===== config.mk =====
export PLATFORM = sky130hd
export DESIGN_NAME = gray_convert_cfg_flat
export DESIGN_NICKNAME = d
export VERILOG_FILES = /design/src/rtl/gray_convert_cfg_if.sv /design/src/rtl/gray_convert_cfg.sv /design/src/flat_wrapper.sv
export SDC_FILE = /design/constraint.sdc
export NUM_CORES = 1
export LEC_CHECK = 0
export ABC_CLOCK_PERIOD_IN_PS = 8600
export CAP_MARGIN = 0
export CORE_AREA = 2 2 154 156
export CTS_CLUSTER_DIAMETER = 60
export DETAILED_ROUTE_END_ITERATION = 10
export DIE_AREA = 0 0 156 158
export PLACE_DENSITY = 0.73
export SKIP_CTS_REPAIR_TIMING = 1
export SYNTH_ARGS = -nofsm -noshare
export SYNTH_HDL_FRONTEND = slang
export SYNTH_SLANG_ARGS = --single-unit

===== constraint.sdc =====
create_clock -name clk -period 8.6 [get_ports clk]
set_input_delay 0.86 -clock clk [delete_from_list [all_inputs] [get_ports clk]]
set_output_delay 0.86 -clock clk [all_outputs]
set_load 0.01 [all_outputs]

===== src/rtl/gray_convert_cfg_if.sv =====
// gray_convert_cfg_if: DVP pixel input, config and gray output bundle
// Ports (signals): dvp_vsync/href/valid/data + cfg_mode/bin_en/thresh into the
// converter; gray_vsync/href/valid/data/bin/x/y out of it.
// master = pixel source / sink side, slave = converter side.
interface gray_convert_cfg_if #(
    parameter int DATA_W = 16,
    parameter int OUT_W  = 8,
    parameter int X_W    = 11,
    parameter int Y_W    = 10
);
    logic              dvp_vsync;
    logic              dvp_href;
    logic              dvp_valid;
    logic [DATA_W-1:0] dvp_data;
    logic [1:0]        cfg_mode;
    logic              cfg_bin_en;
    logic [OUT_W-1:0]  cfg_thresh;
    logic              gray_vsync;
    logic              gray_href;
    logic              gray_valid;
    logic [OUT_W-1:0]  gray_data;
    logic              gray_bin;
    logic [X_W-1:0]    gray_x;
    logic [Y_W-1:0]    gray_y;
    modport master (
        output dvp_vsync, dvp_href, dvp_valid, dvp_data, cfg_mode, cfg_bin_en, cfg_thresh,
        input  gray_vsync, gray_href, gray_valid, gray_data, gray_bin, gray_x, gray_y
    );
    modport slave (
        input  dvp_vsync, dvp_href, dvp_valid, dvp_data, cfg_mode, cfg_bin_en, cfg_thresh,
        output gray_vsync, gray_href, gray_valid, gray_data, gray_bin, gray_x, gray_y
    );
endinterface


===== src/rtl/gray_convert_cfg.sv =====
// gray_convert_cfg: 3-stage RGB565/RGB888 to gray converter with frame-latched config
// Ports: clk (rising edge), rst_n (async active-low),
//        bus (slave): dvp_* pixel stream and cfg_* in, gray_* stream, binarize flag
//        and pixel coordinates out, all delayed by exactly 3 cycles.
module gray_convert_cfg #(
    parameter int DATA_W = 16,
    parameter int OUT_W  = 8,
    parameter int X_W    = 11,
    parameter int Y_W    = 10,
    parameter int ROUND  = 0
) (
    input  logic              clk,
    input  logic              rst_n,
    gray_convert_cfg_if.slave bus
);
    localparam logic [15:0] RND = (ROUND != 0) ? 16'(1 << (15 - OUT_W)) : 16'd0;
    logic             r_vs_d, r_hr_d;
    logic [1:0]       r_mode;
    logic             r_bin_en;
    logic [OUT_W-1:0] r_thresh;
    logic [X_W-1:0]   r_x;
    logic [Y_W-1:0]   r_y;
    logic [2:0]       r1_ctl, r2_ctl;
    logic [7:0]       r1_r, r1_g, r1_b;
    logic [8:0]       r1_wr, r1_wg, r1_wb;
    logic [X_W-1:0]   r1_x, r2_x;
    logic [Y_W-1:0]   r1_y, r2_y;
    logic             r1_bin_en, r2_bin_en;
    logic [OUT_W-1:0] r1_thresh, r2_thresh;
    logic [15:0]      r2_pr, r2_pg, r2_pb;
    logic             w_vs_rise, w_hr_fall, w_bin_en, w_bin;
    logic [1:0]       w_mode;
    logic [OUT_W-1:0] w_thresh, w_gray;
    logic [7:0]       w_r8, w_g8, w_b8;
    logic [8:0]       w_wr, w_wg, w_wb;
    logic [15:0]      w_sum;
    assign w_vs_rise = bus.dvp_vsync & ~r_vs_d;
    assign w_hr_fall = r_hr_d & ~bus.dvp_href;
    // The pixel arriving with the vsync rise already uses the incoming config.
    assign w_mode    = w_vs_rise ? bus.cfg_mode   : r_mode;
    assign w_bin_en  = w_vs_rise ? bus.cfg_bin_en : r_bin_en;
    assign w_thresh  = w_vs_rise ? bus.cfg_thresh : r_thresh;
    generate
        if (DATA_W == 24) begin : g_888
            assign w_r8 = bus.dvp_data[23:16];
            assign w_g8 = bus.dvp_data[15:8];
            assign w_b8 = bus.dvp_data[7:0];
        end else begin : g_565
            assign w_r8 = {bus.dvp_data[15:11], bus.dvp_data[15:13]};
            assign w_g8 = {bus.dvp_data[10:5], bus.dvp_data[10:9]};
            assign w_b8 = {bus.dvp_data[4:0], bus.dvp_data[4:2]};
        end
    endgenerate
    assign w_wr = (w_mode == 2'd0) ? 9'd77  : (w_mode == 2'd1) ? 9'd54  : (w_mode == 2'd2) ? 9'd85 : 9'd0;
    assign w_wg = (w_mode == 2'd0) ? 9'd150 : (w_mode == 2'd1) ? 9'd183 : (w_mode == 2'd2) ? 9'd86 : 9'd256;
    assign w_wb = (w_mode == 2'd0) ? 9'd29  : (w_mode == 2'd1) ? 9'd19  : (w_mode == 2'd2) ? 9'd85 : 9'd0;
    // Weights sum to 256, so the 16-bit sum plus rounding bias cannot overflow.
    assign w_sum  = r2_pr + r2_pg + r2_pb + RND;
    assign w_gray = OUT_W'(w_sum >> (16 - OUT_W));
    assign w_bin  = w_gray >= r2_thresh;
    always_ff @(posedge clk or negedge rst_n) begin
        if (!rst_n) begin
            r_vs_d         <= 1'b0;
            r_hr_d         <= 1'b0;
            r_mode         <= '0;
            r_bin_en       <= 1'b0;
            r_thresh       <= '0;
            r_x            <= '0;
            r_y            <= '0;
            r1_ctl         <= '0;
            r1_r           <= '0;
            r1_g           <= '0;
            r1_b           <= '0;
            r1_wr          <= '0;
            r1_wg          <= '0;
            r1_wb          <= '0;
            r1_x           <= '0;
            r1_y           <= '0;
            r1_bin_en      <= 1'b0;
            r1_thresh      <= '0;
            r2_ctl         <= '0;
            r2_pr          <= '0;
            r2_pg          <= '0;
            r2_pb          <= '0;
            r2_x           <= '0;
            r2_y           <= '0;
            r2_bin_en      <= 1'b0;
            r2_thresh      <= '0;
            bus.gray_vsync <= 1'b0;
            bus.gray_href  <= 1'b0;
            bus.gray_valid <= 1'b0;
            bus.gray_data  <= '0;
            bus.gray_bin   <= 1'b0;
            bus.gray_x     <= '0;
            bus.gray_y     <= '0;
        end else begin
            r_vs_d <= bus.dvp_vsync;
            r_hr_d <= bus.dvp_href;
            if (w_vs_rise) begin
                r_mode   <= bus.cfg_mode;
                r_bin_en <= bus.cfg_bin_en;
                r_thresh <= bus.cfg_thresh;
            end
            r_x <= w_hr_fall ? '0 : (bus.dvp_valid && bus.dvp_href && r_x != '1) ? r_x + X_W'(1) : r_x;
            r_y <= w_vs_rise ? '0 : (w_hr_fall && bus.dvp_vsync && r_y != '1) ? r_y + Y_W'(1) : r_y;
            r1_ctl    <= {bus.dvp_vsync, bus.dvp_href, bus.dvp_valid};
            r1_r      <= w_r8;
            r1_g      <= w_g8;
            r1_b      <= w_b8;
            r1_wr     <= w_wr;
            r1_wg     <= w_wg;
            r1_wb     <= w_wb;
            r1_x      <= r_x;
            // A pixel in the vsync-rise cycle belongs to line 0 of the new frame.
            r1_y      <= w_vs_rise ? '0 : r_y;
            r1_bin_en <= w_bin_en;
            r1_thresh <= w_thresh;
            r2_ctl    <= r1_ctl;
            r2_pr     <= {8'd0, r1_r} * {7'd0, r1_wr};
            r2_pg     <= {8'd0, r1_g} * {7'd0, r1_wg};
            r2_pb     <= {8'd0, r1_b} * {7'd0, r1_wb};
            r2_x      <= r1_x;
            r2_y      <= r1_y;
            r2_bin_en <= r1_bin_en;
            r2_thresh <= r1_thresh;
            bus.gray_vsync <= r2_ctl[2];
            bus.gray_href  <= r2_ctl[1];
            bus.gray_valid <= r2_ctl[0];
            if (r2_ctl[0]) begin
                bus.gray_data <= r2_bin_en ? {OUT_W{w_bin}} : w_gray;
                bus.gray_bin  <= w_bin;
                bus.gray_x    <= r2_x;
                bus.gray_y    <= r2_y;
            end
        end
    end
endmodule


===== src/flat_wrapper.sv =====
// flat-port wrapper written by rule: the top's interface ports become plain ports
module gray_convert_cfg_flat 
#(
    parameter int DATA_W = 16,
    parameter int OUT_W  = 8,
    parameter int X_W    = 11,
    parameter int Y_W    = 10,
    parameter int ROUND  = 0
)
  (clk, rst_n, bus_dvp_vsync, bus_dvp_href, bus_dvp_valid, bus_dvp_data, bus_cfg_mode, bus_cfg_bin_en, bus_cfg_thresh, bus_gray_vsync, bus_gray_href, bus_gray_valid, bus_gray_data, bus_gray_bin, bus_gray_x, bus_gray_y);
  gray_convert_cfg_if #(.DATA_W(DATA_W), .OUT_W(OUT_W), .X_W(X_W), .Y_W(Y_W)) bus_i ();
  input  logic clk;
  input  logic rst_n;
  input wire logic [$bits(bus_i.dvp_vsync)-1:0] bus_dvp_vsync;
  input wire logic [$bits(bus_i.dvp_href)-1:0] bus_dvp_href;
  input wire logic [$bits(bus_i.dvp_valid)-1:0] bus_dvp_valid;
  input wire logic [$bits(bus_i.dvp_data)-1:0] bus_dvp_data;
  input wire logic [$bits(bus_i.cfg_mode)-1:0] bus_cfg_mode;
  input wire logic [$bits(bus_i.cfg_bin_en)-1:0] bus_cfg_bin_en;
  input wire logic [$bits(bus_i.cfg_thresh)-1:0] bus_cfg_thresh;
  output wire logic [$bits(bus_i.gray_vsync)-1:0] bus_gray_vsync;
  output wire logic [$bits(bus_i.gray_href)-1:0] bus_gray_href;
  output wire logic [$bits(bus_i.gray_valid)-1:0] bus_gray_valid;
  output wire logic [$bits(bus_i.gray_data)-1:0] bus_gray_data;
  output wire logic [$bits(bus_i.gray_bin)-1:0] bus_gray_bin;
  output wire logic [$bits(bus_i.gray_x)-1:0] bus_gray_x;
  output wire logic [$bits(bus_i.gray_y)-1:0] bus_gray_y;
  assign bus_i.dvp_vsync = bus_dvp_vsync;
  assign bus_i.dvp_href = bus_dvp_href;
  assign bus_i.dvp_valid = bus_dvp_valid;
  assign bus_i.dvp_data = bus_dvp_data;
  assign bus_i.cfg_mode = bus_cfg_mode;
  assign bus_i.cfg_bin_en = bus_cfg_bin_en;
  assign bus_i.cfg_thresh = bus_cfg_thresh;
  assign bus_gray_vsync = bus_i.gray_vsync;
  assign bus_gray_href = bus_i.gray_href;
  assign bus_gray_valid = bus_i.gray_valid;
  assign bus_gray_data = bus_i.gray_data;
  assign bus_gray_bin = bus_i.gray_bin;
  assign bus_gray_x = bus_i.gray_x;
  assign bus_gray_y = bus_i.gray_y;
  gray_convert_cfg #(.DATA_W(DATA_W), .OUT_W(OUT_W), .X_W(X_W), .Y_W(Y_W), .ROUND(ROUND)) u_core (.clk(clk), .rst_n(rst_n), .bus(bus_i));
endmodule

Yosys cells after proc, flatten, opt, wreduce, memory -nomap -nowiden
Index checks and enable logic that the tools add are counted.
{"block": "classes", "addsub": 4, "reduce_logical": 7, "n_lt_le_gt_ge": 1, "multipliers": 3, "n_mux": 15, "bitwise": 4, "n_eq_ne": 4}
{"op": "2-to-1 mux 9 bit", "count": 7}
{"op": "multiplier 8 x 9 -> 16 bit", "count": 3}
{"op": "adder 16 bit", "count": 2}
{"op": "2-to-1 mux 10 bit", "count": 3}
{"op": "2-to-1 mux 11 bit", "count": 2}
{"op": "adder 11 x 1 -> 11 bit, second input constant", "count": 1}
{"op": "!= test 11 bit, second input constant", "count": 1}
{"op": "adder 10 x 1 -> 10 bit, second input constant", "count": 1}
{"op": "!= test 10 bit, second input constant", "count": 1}
{"op": ">= comparator 8 bit", "count": 1}
{"op": "2-to-1 mux 8 bit", "count": 1}
{"op": "2-to-1 mux 7 bit", "count": 1}
{"op": "logical AND 1 bit", "count": 4}
{"op": "nonzero test 2 bit", "count": 2}
{"op": "AND 1 bit", "count": 2}
{"op": "equality test 2 x 1 -> 1 bit, second input constant", "count": 1}
{"op": "equality test 2 bit, second input constant", "count": 1}
{"op": "zero test 2 bit", "count": 1}
{"op": "2-to-1 mux 2 bit", "count": 1}
{"op": "NOT 1 bit", "count": 2}
{"block": "totals", "input_bits": 32, "wordCells": 69, "output_inout_bits": 33, "register_bits": 223}

Depth between registers and ports, before layout
Gate-level depths: netlist (run 1).
{"block": "logic_depth", "ltp_word": 7, "depth_mapped": 18, "depth_no_buf": 17}

Least setup slack after synthesis (run 1)
Ideal clock, no wire load.
{"block": "synth_path", "kind": "register to register", "from": "reg, netlist name u_core.r1_wb[1]", "to": "reg u_core.r2_pr[15]", "path_buffers": 1, "synth_period_minus_slack_ns": 4.331, "t_required_ns": 8.529, "path_slack_ns": 4.269, "path_stages_with_launch": 16, "t_arrival_ns": 4.260, "setup_ns": 0.071, "path_cell_list": "dfrtp_1 clkbuf_1 nand2_1 fa_1 inv_1 fa_1 inv_1 fa_1 fa_1 inv_1 ha_1 o21ai_0 a211oi_1 nor3_1 or4_1 nand4_1"}
{"element": "end signal, assigned", "line_no": "gray_convert_cfg.sv:119", "source": "r2_pr <= {8'd0, r1_r} * {7'd0, r1_wr};"}
{"element": "end, declared", "line_no": "gray_convert_cfg.sv:30", "source": "logic [15:0] r2_pr, r2_pg, r2_pb;"}

==> flow_metrics.env, run 1 <==
export IMPL_ys_seq_elements=194
export IMPL_io_pin_count=65
export IMPL_drv_cap=0
export IMPL_layout_common_cells="inv_1, dfrtp_1, ha_1"
export IMPL_syn_area_um2=12500
export IMPL_clk_path_buf_depth=2
export IMPL_syn_nets=1394
export IMPL_synthAdderAreaFrac_pct=30.7
export IMPL_grt_pass1_wl_um=39500
export IMPL_slew_violations=0
export IMPL_worstPathRequired_ps=8980
export IMPL_tns_ps=0
export IMPL_seq_area_frac_synth_pct=38.9
export IMPL_finalCriticalPeriod_ps=4830
export IMPL_die_x_um=156
export IMPL_synth_cell_type_count=58
export IMPL_drt_iter0_drc=298
export IMPL_layout_commonest_cell="inv_1"
export IMPL_track_usage_pct=20.7
export IMPL_startpoint_type="register"
export IMPL_p_sw_mw=2.29
export IMPL_irDropWorstVdd_v=0.000229
export IMPL_syn_inst=1114
export IMPL_rows=56
export IMPL_switching_share_pct=44.1
export IMPL_synthToLayoutAreaGrowth_pct=13.2
export IMPL_critPathArrivalTime_ps=5210
export IMPL_nets=1468
export IMPL_initial_core_util_pct=54.1
export IMPL_final_antenna_net_count=0
export IMPL_path_delay_family="adder cells"
export IMPL_cts_sinks=194
export IMPL_crit_top_cell="fa_1"
export IMPL_die_h_um=158
export IMPL_synth_compound_area_share_pct=6.11
export IMPL_grt_overflow_total=0
export IMPL_synthXorXnorAreaFrac_pct=4.35
export IMPL_pwr_share_comb_pct=59.7
export IMPL_clk_latency_ps=440
export IMPL_antennaDiodeCount=0
export IMPL_ys_warn_count=0
export IMPL_grt_max_degree=109
export IMPL_hold_viol=0
export IMPL_crit_path_end_kind="register"
export IMPL_numCtsBuffers=17
export IMPL_post_route_drc_count=0
export IMPL_intPower_mw=2.90
export IMPL_synth_edf_count=0
export IMPL_drt_pass1_iter_count=4
export IMPL_antenna_found_initial=0
export IMPL_status="complete, no violations"
export IMPL_finalCritPeriodShare_pct=56.2
export IMPL_cts_root_buf="clkbuf_16"
export IMPL_synthFlopType="dfrtp_1"
export IMPL_synth_simple_gate_area_share_pct=10.1
export IMPL_clk_pin_slew_ps=90
export IMPL_routed_wl_um=23800
export IMPL_grt_pass1_vias=8041
export IMPL_rsz0062_at_grt="no"
export IMPL_cts_tree="done"
export IMPL_core_area_um2=23100
export IMPL_relSlewSlack_pct=31.0
export IMPL_cp_num_buf_inv=3
export IMPL_p_seq_share_pct=23.4
export IMPL_slowest_stage="dfrtp_1"
export IMPL_power_mw=5.19
export IMPL_drt_wirelength_per_cell_um=16.0
export IMPL_drive_above_1_share_pct=7.24
export IMPL_critPathMaxFanout=17
export IMPL_worst_pin_slew_ps=1030
export IMPL_cts_max_level=4
export IMPL_skew_ps=13.9
export IMPL_synth_async_sr_flop_share_pct=100
export IMPL_p_per_area_nw_per_um2=367
export IMPL_synth_top_family_by_area="adder cells"
export IMPL_die_area_um2=24600
export IMPL_hold_path_class="register to register"
export IMPL_timing_fmax_ghz=0.207
export IMPL_worstSetupPathType="register to register"
export IMPL_hpwl_um=18700
export IMPL_num_vias=7758
export IMPL_place_congestion=0.907
export IMPL_syn_area_per_cell_um2=11.2
export IMPL_synthMuxAreaShare_pct=3.13
export IMPL_total_leakage_power_nw=7.25
export IMPL_finalSetupViolations=0
export IMPL_critical_path_max_stage_delay_ps=720
export IMPL_path_cells="nand2_1 > fa_1 > fa_1 > inv_1 > fa_1 > inv_1 > fa_1 > inv_1 > ha_1 > o21ai_0 > a211oi_1 > nor3_1 > or4_1 > nand4_1"
export IMPL_viasPerCell=5.20
export IMPL_port_buffers=64
export IMPL_p_clk_share_pct=16.9
## state kept, by name, indices dropped and copies added (netlist names), 5 cells and up
name                  cells
u_core.bus.gray_data      8
u_core.r_x               11
u_core.r_thresh           8
u_core.r1_g               6
u_core.bus.gray_y        10
u_core.r1_x              11
u_core.r2_pb             16
u_core.r2_x              11
u_core.r1_y              10
u_core.bus.gray_x        11
u_core.r2_pg             16
u_core.r1_r               5
u_core.r_y               10
u_core.r2_y              10
u_core.r2_pr             16
u_core.r2_thresh          8
u_core.r1_b               5
## area by class of cell
type	instances	area, um^2
Clock buffer	17	425
Inverter	212	796
Timing Repair Buffer	67	667
Multi-Input combinational cell	696	6790
Tap cell	290	363
Fill cell	1817	8920
Clock inverter	15	240
Sequential cell	194	4850
## layer usage
metal  up-vias  global-route usage (%)  routed length [um]
li1       3740                       -                   -
met1      3857                    27.9               11200
met2       127                    34.9               11500
met3        34                    2.93                 647
met4         0                    6.68                 478
met5         -                       0                   0
## Yosys cell counts, drive strengths merged, types with 3 or more instances
master	count	share of area, %
or3	5	0.25
o21ai	22	0.88
a311oi	3	0.21
clkbuf	10	0.30
mux2i	3	0.24
nand3	10	0.40
nor2b	19	0.95
a211oi	8	0.64
or2	3	0.15
nor3b	4	0.24
ha	151	15
nor4	3	0.15
o21bai	4	0.24
a21boi	3	0.18
nand4	6	0.30
xnor2	45	3.2
fa	97	16
o22ai	3	0.15
nor2	54	1.6
nand2	52	1.6
xor2	17	1.2
and4	3	0.23
a21o	9	0.54
mux2	32	2.9
inv	212	6.4
o211ai	3	0.18
nor3	12	0.48
a31oi	7	0.40
a21oi	22	0.88
and3	8	0.40
and2	58	2.9
dfrtp	194	39
## through the flow
stage | util (%) | cell area [um^2] | hold slack [ps] | instances | setup WS [ps]
after floorplan | - | 12500 | 331 | 1114 | 4270
after detailed placement | 58.4 | 13500 | 335 | 1459 | 3840
after global placement | 58.4 | 13500 | 331 | 1459 | 3950
final | 61.3 | 14100 | 341 | 1491 | 3770
after CTS | 61.3 | 14100 | 341 | 1491 | 3810
after global routing | 61.3 | 14100 | 348 | 1491 | 3600
## power by group through the flow
stage / clock, mW / combinational, mW / sequential, mW
after floorplan: 0 / 2.36 / 1.20
after global placement: 0 / 2.99 / 1.23
final: 0.879 / 3.10 / 1.21
after global routing: 0.941 / 3.55 / 1.23
after detailed placement: 0 / 3.09 / 1.23
after CTS: 0.903 / 3.12 / 1.22
## final timing paths
path | startpoint | end | slack, ps | cells after the start
worst max-delay path | u_core.r1_wb[1] | u_core.r2_pr[15] | 3770 | 14
worst min-delay path | u_core.r1_x[6] | u_core.r2_x[6] | 340 | 0
worst max register to register | u_core.r1_wb[1] | u_core.r2_pr[15] | 3770 | 14
worst min register to register | u_core.r1_x[6] | u_core.r2_x[6] | 340 | 0
max in group asynchronous | rst_n | u_core.bus.gray_y[2] | 6520 | 2
min in group asynchronous | rst_n | u_core.bus.gray_x[6] | 510 | 1
## cell families (layout without fill, tap and decap cells)
logic type / count (synthesis) / count (layout)
compound gates: 107 / 107
xor+xnor: 62 / 62
fa+ha+maj: 248 / 248
buf+inv: 224 / 311
flops: 194 / 194
mux: 35 / 35
simple gates: 244 / 244
## worst reg2reg max path, cell delays in order, from the launching register on
cell	delay, ps
dfrtp_1	720
nand2_1	320
fa_1	570
fa_1	500
inv_1	50
fa_1	480
inv_1	50
fa_1	470
inv_1	40
ha_1	320
o21ai_0	160
a211oi_1	360
nor3_1	150
or4_1	520
nand4_1	80
(Power assumes the default switching activity.)
==> inputs of run 2 (changes only) <==
ABC_CLOCK_PERIOD_IN_PS = 4600   (was 8600)
clock period = 4.6 ns   (was 8.6 ns; I/O delays follow)
==> flow_metrics.env, run 2 (synthesis results as in run 1) <==
export IMPL_core_area_um2=23100
export IMPL_rsz0062_at_grt="yes"
export IMPL_cts_root_buf="clkbuf_16"
export IMPL_antennaDiodeCount=0
export IMPL_die_area_um2=24600
export IMPL_grt_max_degree=118
export IMPL_relSlewSlack_pct=38.9
export IMPL_drive_above_1_share_pct=8.99
export IMPL_clk_path_buf_depth=2
export IMPL_worst_slack_ps=134
export IMPL_place_congestion=0.912
export IMPL_worst_pin_slew_ps=916
export IMPL_hold_path_class="input port to asynchronous set/reset pin"
export IMPL_port_buffers=64
export IMPL_finalCritPeriodShare_pct=97.1
export IMPL_hpwl_um=18900
export IMPL_startpoint_type="register"
export IMPL_worstPathRequired_ps=4920
export IMPL_initial_core_util_pct=54.1
export IMPL_die_x_um=156
export IMPL_timing_fmax_ghz=0.224
export IMPL_skew_ps=16.6
export IMPL_critPathArrivalTime_ps=4780
export IMPL_status="complete, no violations"
export IMPL_drt_wirelength_per_cell_um=16.1
export IMPL_power_mw=9.80
export IMPL_holdWs_ps=150
export IMPL_die_h_um=158
export IMPL_finalSetupViolations=0
export IMPL_stdcell_count=1503
export IMPL_total_leakage_power_nw=7.30
export IMPL_dp_cells=1469
export IMPL_antenna_found_initial=0
export IMPL_drv_cap=0
export IMPL_drt_pass1_iter_count=4
export IMPL_post_route_drc_count=0
export IMPL_grt_overflow_total=0
export IMPL_layout_commonest_cell="inv_1"
export IMPL_cts_tree="done"
export IMPL_irDropWorstVdd_v=0.000464
export IMPL_hold_viol=0
export IMPL_worstSetupPathType="register to register"
export IMPL_routed_wl_um=24200
export IMPL_drt_iter0_drc=425
export IMPL_num_vias=7851
export IMPL_reg_top3="u_core.r2_pb (16), u_core.r2_pg (16), u_core.r2_pr (16)"
export IMPL_track_usage_pct=21.2
export IMPL_rows=56
export IMPL_viasPerCell=5.22
export IMPL_grt_pass1_vias=8330
export IMPL_clk_latency_ps=440
export IMPL_nets=1480
export IMPL_critPathMaxFanout=9
export IMPL_fill_cells=1793
export IMPL_layout_common_cells="inv_1, dfrtp_1, ha_1"
export IMPL_crit_path_end_kind="register"
export IMPL_p_per_area_nw_per_um2=688
export IMPL_finalCriticalPeriod_ps=4470
export IMPL_synthToLayoutAreaGrowth_pct=14.1
export IMPL_numCtsBuffers=17
export IMPL_post_place_ws_ps=26.3
export IMPL_final_antenna_net_count=0
export IMPL_grt_pass1_wl_um=41000
export IMPL_slew_violations=0
export IMPL_fin_util_pct=61.8
export IMPL_io_pin_count=65
export IMPL_clk_pin_slew_ps=90
export IMPL_cts_sinks=194
export IMPL_cts_max_level=4
## run 2: cell types whose count changed in the layout (fill, tap and decap cells not counted), moves of 2 or more
cell	previous run	this run
a21oi_1	22	20
a21oi_2	0	2
buf_4	3	15
inv_8	3	0
clkinv_8	3	5
inv_16	5	2
dfrtp_2	0	2
dfrtp_1	194	192
inv_6	1	4
## run 2: metrics by stage
step	cell area, um^2	setup TNS [ps]
final	14200	0
after global routing	14200	-146
after CTS	14200	0
after detailed placement	13500	0
after global placement	13500	0
after floorplan	12500	0
## run 2: path summary, 6_finish.rpt
| path | start | to | slack [ps] | depth (start not counted) |
|---|---|---|---|---|
| max in group asynchronous | rst_n | u_core.r1_wb[3] | 3330 | 2 |
| min in group clk | u_core.r1_x[4] | u_core.r2_x[4] | 350 | 0 |
| min | rst_n | u_core.bus.gray_x[6] | 150 | 1 |
| min reg2reg | u_core.r1_x[4] | u_core.r2_x[4] | 350 | 0 |
| max reg2reg | u_core.r1_wb[1] | u_core.r2_pg[15] | 130 | 15 |
| max | u_core.r1_wb[1] | u_core.r2_pg[15] | 130 | 15 |
## run 2: cell type report
class                      count  area, um^2  area share [%]
multi-input combinational    696        6820            47.9
sequential                   194        4860            34.1
inverter                     212         796            5.59
timing repair buffer          79         757            5.31
clock buffer                  17         425            2.99
tap                          290         363            2.55
clock inverter                15         221            1.55
## run 2: power breakdown
part | switching (mW) | internal (mW)
clock | 0.827 | 0.772
combinational | 3.28 | 2.66
sequential | 0.207 | 2.05
## run 2: worst max-delay path: stages (launching register included)
cell	delay (ps)
dfrtp_1	420
buf_4	180
and2_1	180
fa_1	570
fa_1	440
fa_1	550
inv_1	60
fa_1	530
inv_1	40
ha_2	210
a21o_1	210
a211oi_2	290
nand3_1	150
a31oi_2	210
o21ai_0	150
xnor2_1	140
## run 2: metal layers
metal,global-route usage (%),up-vias,part of all wire [%]
li1,-,3753,-
met1,28.5,3891,45
met2,36.5,169,49
met3,2.85,38,3.5
met4,6.07,0,1.8
met5,0,-,0
